==> src/rtl/bus_arbiter_pkg.sv <==
// Shared definitions for the ibus/dbus to system-bus arbiter.
package bus_arbiter_pkg;

  typedef enum logic [2:0] {
    IDLE,
    I_REQ,
    I_RESP,
    D_REQ,
    D_RESP
  } arb_state_t;

  localparam int unsigned TAG_WRITE_BIT = 12;
  localparam int unsigned BEATS         = 8;

endpackage

==> src/rtl/bus_arbiter.sv <==
// Two-master (ibus/dbus) arbiter onto the single system bus: one transaction
// outstanding, round-robin on ties, combinational routing inside a grant.
module bus_arbiter #(
  parameter int unsigned BUS_DATA_WIDTH = 64,
  parameter int unsigned BUS_TAG_WIDTH  = bus_arbiter_pkg::TAG_WRITE_BIT + 1,
  parameter int unsigned BEATS          = bus_arbiter_pkg::BEATS
) (
  input  logic                      clk,
  input  logic                      reset,
  input  logic [BUS_DATA_WIDTH-1:0] ibus_req,
  input  logic                      ibus_reqcyc,
  input  logic [BUS_TAG_WIDTH-1:0]  ibus_reqtag,
  output logic                      ibus_reqack,
  output logic                      ibus_respcyc,
  output logic [BUS_DATA_WIDTH-1:0] ibus_resp,
  output logic [BUS_TAG_WIDTH-1:0]  ibus_resptag,
  input  logic                      ibus_respack,
  input  logic [BUS_DATA_WIDTH-1:0] dbus_req,
  input  logic                      dbus_reqcyc,
  input  logic [BUS_TAG_WIDTH-1:0]  dbus_reqtag,
  output logic                      dbus_reqack,
  output logic                      dbus_respcyc,
  output logic [BUS_DATA_WIDTH-1:0] dbus_resp,
  output logic [BUS_TAG_WIDTH-1:0]  dbus_resptag,
  input  logic                      dbus_respack,
  output logic [BUS_DATA_WIDTH-1:0] bus_req,
  output logic                      bus_reqcyc,
  output logic [BUS_TAG_WIDTH-1:0]  bus_reqtag,
  input  logic                      bus_reqack,
  input  logic                      bus_respcyc,
  input  logic [BUS_DATA_WIDTH-1:0] bus_resp,
  input  logic [BUS_TAG_WIDTH-1:0]  bus_resptag,
  output logic                      bus_respack
);
  import bus_arbiter_pkg::*;

  localparam int unsigned WR_BIT    = BUS_TAG_WIDTH - 1;
  localparam logic [3:0]  LAST_WR   = 4'(BEATS);
  localparam logic [3:0]  LAST_RESP = 4'(BEATS - 1);

  arb_state_t state;
  logic [3:0] beat_cnt;
  logic       last_d;

  logic                      req_phase, resp_phase, sel_d;
  logic                      own_reqcyc, own_respack;
  logic [BUS_DATA_WIDTH-1:0] own_req;
  logic [BUS_TAG_WIDTH-1:0]  own_reqtag;
  logic                      req_beat, resp_beat;

  assign req_phase   = (state == I_REQ)  || (state == D_REQ);
  assign resp_phase  = (state == I_RESP) || (state == D_RESP);
  assign sel_d       = (state == D_REQ)  || (state == D_RESP);

  assign own_reqcyc  = sel_d ? dbus_reqcyc  : ibus_reqcyc;
  assign own_req     = sel_d ? dbus_req     : ibus_req;
  assign own_reqtag  = sel_d ? dbus_reqtag  : ibus_reqtag;
  assign own_respack = sel_d ? dbus_respack : ibus_respack;

  assign req_beat    = req_phase  && own_reqcyc  && bus_reqack;
  assign resp_beat   = resp_phase && bus_respcyc && own_respack;

  // Response data/tag are broadcast; only forced low while reset is held.
  assign ibus_resp    = reset ? '0 : bus_resp;
  assign dbus_resp    = reset ? '0 : bus_resp;
  assign ibus_resptag = reset ? '0 : bus_resptag;
  assign dbus_resptag = reset ? '0 : bus_resptag;

  always_comb begin
    bus_req      = '0;
    bus_reqcyc   = 1'b0;
    bus_reqtag   = '0;
    ibus_reqack  = 1'b0;
    dbus_reqack  = 1'b0;
    ibus_respcyc = 1'b0;
    dbus_respcyc = 1'b0;
    bus_respack  = 1'b0;
    if (req_phase) begin
      bus_req     = own_req;
      bus_reqcyc  = own_reqcyc;
      bus_reqtag  = own_reqtag;
      ibus_reqack = !sel_d && bus_reqack;
      dbus_reqack = sel_d  && bus_reqack;
    end
    if (resp_phase) begin
      ibus_respcyc = !sel_d && bus_respcyc;
      dbus_respcyc = sel_d  && bus_respcyc;
      bus_respack  = own_respack;
    end
  end

  always_ff @(posedge clk or posedge reset) begin
    if (reset) begin
      state    <= IDLE;
      beat_cnt <= '0;
      last_d   <= 1'b0;
    end else begin
      case (state)
        IDLE: begin
          beat_cnt <= '0;
          // On a tie the master that was not granted last wins.
          if (dbus_reqcyc && (!ibus_reqcyc || !last_d)) begin
            state  <= D_REQ;
            last_d <= 1'b1;
          end else if (ibus_reqcyc) begin
            state  <= I_REQ;
            last_d <= 1'b0;
          end
        end
        I_REQ, D_REQ: begin
          if (req_beat) begin
            if (!own_reqtag[WR_BIT]) begin
              state    <= sel_d ? D_RESP : I_RESP;
              beat_cnt <= '0;
            end else if (beat_cnt == LAST_WR) begin
              state    <= IDLE;
              beat_cnt <= '0;
            end else begin
              beat_cnt <= beat_cnt + 4'd1;
            end
          end else if (!own_reqcyc && (beat_cnt == '0)) begin
            state <= IDLE;
          end
        end
        I_RESP, D_RESP: begin
          if (resp_beat) begin
            if (beat_cnt == LAST_RESP) begin
              state    <= IDLE;
              beat_cnt <= '0;
            end else begin
              beat_cnt <= beat_cnt + 4'd1;
            end
          end
        end
        default: begin
          state    <= IDLE;
          beat_cnt <= '0;
        end
      endcase
    end
  end

endmodule

==> config.mk <==
export PLATFORM = sky130hd
export DESIGN_NAME = bus_arbiter
export DESIGN_NICKNAME = d
export VERILOG_FILES = /design/src/rtl/bus_arbiter_pkg.sv /design/src/rtl/bus_arbiter.sv
export SDC_FILE = /design/constraint.sdc
export NUM_CORES = 1
export LEC_CHECK = 0
export ABC_AREA = 1
export CORE_AREA = 2 2 187 189
export CTS_CLUSTER_DIAMETER = 30
export DETAILED_ROUTE_END_ITERATION = 8
export DIE_AREA = 0 0 189 191
export SLEW_MARGIN = 20
export SYNTH_ARGS = -nofsm -noshare
export SYNTH_HDL_FRONTEND = slang
export SYNTH_SLANG_ARGS = --single-unit
==> constraint.sdc <==
create_clock -name clk -period 2.76 [get_ports clk]
set_clock_uncertainty 0.2 [all_clocks]
set_input_delay 0.414 -clock clk [delete_from_list [all_inputs] [get_ports clk]]
set_output_delay 0.414 -clock clk [all_outputs]
set_load 0.005 [all_outputs]
# [Word-level counts from Yosys, hierarchy flattened]
# Index checks and enable logic that the tools add are counted.
[op_classes] add_sub_neg=1 eq_ne=12 mux=32 reduce_logical=26
[op_table] op="64-bit 2-to-1 mux" count=3
[op_table] op="13-bit 2-to-1 mux" count=3
[op_table] op="3-bit 2-to-1 mux" count=9
[op_table] op="4-bit 2-to-1 mux" count=5
[op_table] op="1-bit logical AND" count=10
[op_table] op="1-bit 2-to-1 mux" count=10
[op_table] op="3-bit one-hot mux with 3 select lines" count=1
[op_table] op="4-bit one-hot mux with 2 select lines" count=1
[op_table] op="3-bit by 2-bit equality test with 1-bit output (second input constant)" count=2
[op_table] op="2-bit != test (second input constant)" count=3
[op_table] op="3-bit != test (second input constant)" count=2
[op_table] op="5-bit AND reduction" count=1
[op_table] op="4-bit by 1-bit adder with 4-bit output (second input constant)" count=1
[op_table] op="4-bit by 3-bit equality test with 1-bit output (second input constant)" count=1
[op_table] op="4-bit equality test (second input constant)" count=1
[op_table] op="1-bit logical NOT" count=4
[op_table] op="4-bit logical NOT" count=1
[op_table] op="1-bit logical OR" count=4
[op_table] op="4-bit != test (second input constant)" count=1
[op_table] op="2-bit AND reduction" count=2
[op_table] op="2-bit OR reduction" count=2
[op_table] op="3-bit by 1-bit equality test with 1-bit output (second input constant)" count=1
[op_table] op="3-bit equality test (second input constant)" count=1
[op_table] op="3-bit logical NOT" count=1
[op_table] op="2-bit nonzero test" count=1
[totals] regBits=8 in_bits=239 out_inout_bits=237 word_cells=74

# [Logic depth before layout (Yosys ltp)]
[depth] depth_word=8 mapped_depth=11 mapped_depth_nobuf=11

# [Worst setup path before layout]
# Ideal clock, no wire load.
[synth_timing] path_kind="in2out" startpoint="input reset" endpoint="output ibus_resp[56]" arrival_ns=1.406 required_time_ns=2.146 setup_slack_ns=0.740 path_stages=5 n_path_buf=4 path_cell_list="clkbuf_1 clkbuf_1 buf_1 nor2_1 buf_4"
[synth_via] elab_chain_len=1
[synth_lines] item="start, declared" line_no="bus_arbiter.sv:9" text="input logic reset,"
[synth_lines] item="64-bit 2-to-1 mux"
[synth_lines] item="end, declared" line_no="bus_arbiter.sv:15" text="output logic [BUS_DATA_WIDTH-1:0] ibus_resp,"
# No other way between the ends.

# [Final worst setup path]
[layout_timing] startpoint="register state[0]" endpoint="output bus_req[15]"
[layout_via] elab_chain_len=4 word_cells_on_any_way=7 classes_between="3 x eq/ne; 2 x mux; 2 x reduce/logical"
[layout_lines] item="start, declared" line_no="bus_arbiter.sv:41" text="arb_state_t state;"
[layout_lines] item="start signal, assigned" line_no="bus_arbiter.sv:113" text="state <= sel_d ? D_RESP : I_RESP;"
[layout_lines] item="3-bit by 2-bit equality test with 1-bit output or 3-bit equality test (tied branches)" line_no="bus_arbiter.sv:51, bus_arbiter.sv:53"
[layout_lines] item="1-bit logical OR" line_no="bus_arbiter.sv:53" text="assign sel_d = (state == D_REQ) || (state == D_RESP);"
[layout_lines] item="64-bit 2-to-1 mux" line_no="bus_arbiter.sv:56" text="assign own_req = sel_d ? dbus_req : ibus_req;"
[layout_lines] item="64-bit 2-to-1 mux *" line_no="bus_arbiter.sv:78" text="if (req_phase) begin"
[layout_lines] item="end, declared" line_no="bus_arbiter.sv:26" text="output logic [BUS_DATA_WIDTH-1:0] bus_req,"
# Mark *: on every way between the ends. The rest lies on a longest branch, timed or not.

==> run metrics <==
fin. max-slew vios 0; Syn. warnings 0; max-cap viol count 0; WP data required between 2 and 2.5 ns; clk_lat worst skew between 0.2 and 0.25 ns; GRT met2 Usage approximately 18%; Syn Area/Cell between 4 and 5 µm²; Seq cells post-synth 8; CTS Buffer Depth 2; I/O Buffers approximately 480; CTS Buf Count 3; worst hold slack between 0.2 and 0.3 ns; total net switching power between 2 and 2.5 mW; status finished, final reports clean; Via-to-Cell Ratio approximately 3.3; Static Leak 3.848 nW; synthesized netlist cell count around 670; startpoint types flop; die area 36100 µm²; IO Count between 400 and 500; top cell type by total area after synthesis nor2_1; register area share after synthesis 6.233%; PwrDens around 630 nW/µm²; critical path class reg2out; Post-Route Setup TNS 0 ns; HP Class in2async; crit-path max cell delay 0.46 ns; hpwl dp 17.87 mm; proportion of power drawn by combinational gates about nine tenths; Tcrit/Tclk final 96.20%; fmax roughly 0.38 GHz; met1 GRT Util a little over an eighth; unrepaired setup endpoints after global routing false; Yosys top cell area share around 28%; critical path buffer and inverter count 3; crit path DAT around 2.0 ns; DRT Wirelength approximately 21 mm; Least-Margin Pin Slew between 0.4 and 0.5 ns; die width around 190 µm; total global routing track utilization 10.41%; most frequent cells in the layout clkdlybuf4s50_1, nor2_1, inv_1; final antenna-violating net count 0; clk sinks 8; most common cell after layout, fill and taps aside clkdlybuf4s50_1; DR WL/cell around 14 µm; Synth Net Count just over 900; slew margin rel. between 70% and 80%; Die Y roughly 190 µm; Final Hold Fails 0; initial antenna violation count 0; synth top area cells nor2_1, inv_1, buf_4, o21ai_0, dfrtp_1; clock-pin slew on the worst setup and hold paths approximately 0.040 ns; mapped cell area 3212 µm²; crit path time final roughly 2.7 ns; global route total overflow 0; Vias approximately 5000; Final Util 23.74%; met3 Resource Use GR approximately 1.7%; first-pass GRT wire length between 20 and 30 mm; endpoints failing setup 0; global placer's final weighted congestion roughly 0.77; clock group share of total power under 10%; vias in the first global route about 4700; crit-path cells o21ai_4 -> nand2_8 -> buf_4 -> o21ai_0 -> inv_1 -> clkdlybuf4s50_1; Clock Tree Root clkbuf_16; H-Tree Depth 1; Slowest cell on crit path dfrtp_2; synthesis-to-finish area growth 152.2%; CP Capture Type output pin; Switching Fraction between 40% and 50%; number of remaining DRC errors 0; drt first pass iters 4; layout cells sized above 1 under 10%; CTS tree yes; CP delay by family, top buffers and inverters; CP Max Fanout 13; Synth cell types 26; initial drt markers between 200 and 250; Nets around 1300; row cnt 68; Core Area 34120 µm²; internal power between 2 and 3 mW; number of diodes 0; Initial Util 9.414%; Seq pwr share under 10%; largest net degree at the start of global routing 79; Peak VDD IR between 0.3 and 0.4 mV; grt peak-use layer met2
timing repair:
action | CTS | global route
gates resized for setup | 0 | 8
hold buffers | 0 | 0
endpoints found under the setup margin | 0 | 56
buffers inserted | 0 | 1
power groups by stage:
| stage | clock network, mW | registers, mW | logic [mW] |
|---|---|---|---|
| floorplan | 0 | 0.190 | 1.97 |
| global placement | 0 | 0.204 | 4.47 |
| detailed placement | 0 | 0.205 | 4.49 |
| CTS | 0.256 | 0.204 | 4.52 |
| global route | 0.262 | 0.227 | 5.11 |
| finish | 0.250 | 0.218 | 4.61 |
logic make-up after synthesis:
logic type	count (synthesis)	synth area share, %
buffers and inverters	286	42.85
and+or+nand+nor	283	34.59
AOI/OAI and AO/OA	92	15.00
DFF	8	6.233
xor gates and xnor gates	2	0.5455
adders and majority gates	2	0.7790
worst min-delay path: cells and delay by family:
kind | cells | cell delay (ns)
buffers and inverters | 3 | 0.60
cell usage after synthesis (all sizes together):
master and count:
nand3 9, dfrtp 8, nor2 238, nor3 1, nand3b 1, clkbuf 23
o21ai 85, o211ai 2, inv 175, nand2 34, a21oi 4, a31oi 1
buf 88, ha 2, xor2 2
final timing paths:
check	startpoint	endpoint	slack [ns]	cells past startpoint
setup reg to reg	state[0]	beat_cnt[3]	0.83	10
max in group asynchronous	reset	state[1]	1.84	3
hold reg to reg	last_d	last_d	0.30	2
hold / removal	reset	last_d	0.26	3
setup / recovery	state[0]	bus_req[15]	0.10	6
min in group clk	last_d	last_d	0.30	2
through the flow:
step	area [µm²]	setup WS, ns	cells	power [mW]
floorplan	3212	0.7396	673	2.156
global placement	7948	0.2422	1503	4.675
detailed placement	7948	0.2728	1503	4.691
CTS	8026	0.004256	1507	4.977
global route	8099	0.0006111	1510	5.595
finish	8099	0.1049	1510	5.082
sequential cells by signal (all words and copies together) (netlist names):
signal and flops:
beat_cnt 4, state 3, last_d 1
metal layers:
layer,part of all wire [%],wire length [µm],vias to the layer above
met3,5.1,1075,7
met2,50,10590,161
met5,0,0,-
met1,44,9315,2217
li1,-,-,2617
met4,0.79,168,0
final cells by class:
class                           instances  area, µm²
Clock buffer                            4      78.83
Fill cell                            3802      26020
Inverter                              175      656.9
Multi-Input combinational cell        380       1675
Sequential cell                         8      203.9
Tap cell                              455      569.3
Timing Repair Buffer                  488       4915
Note: power is estimated with default switching activity, not from simulation.
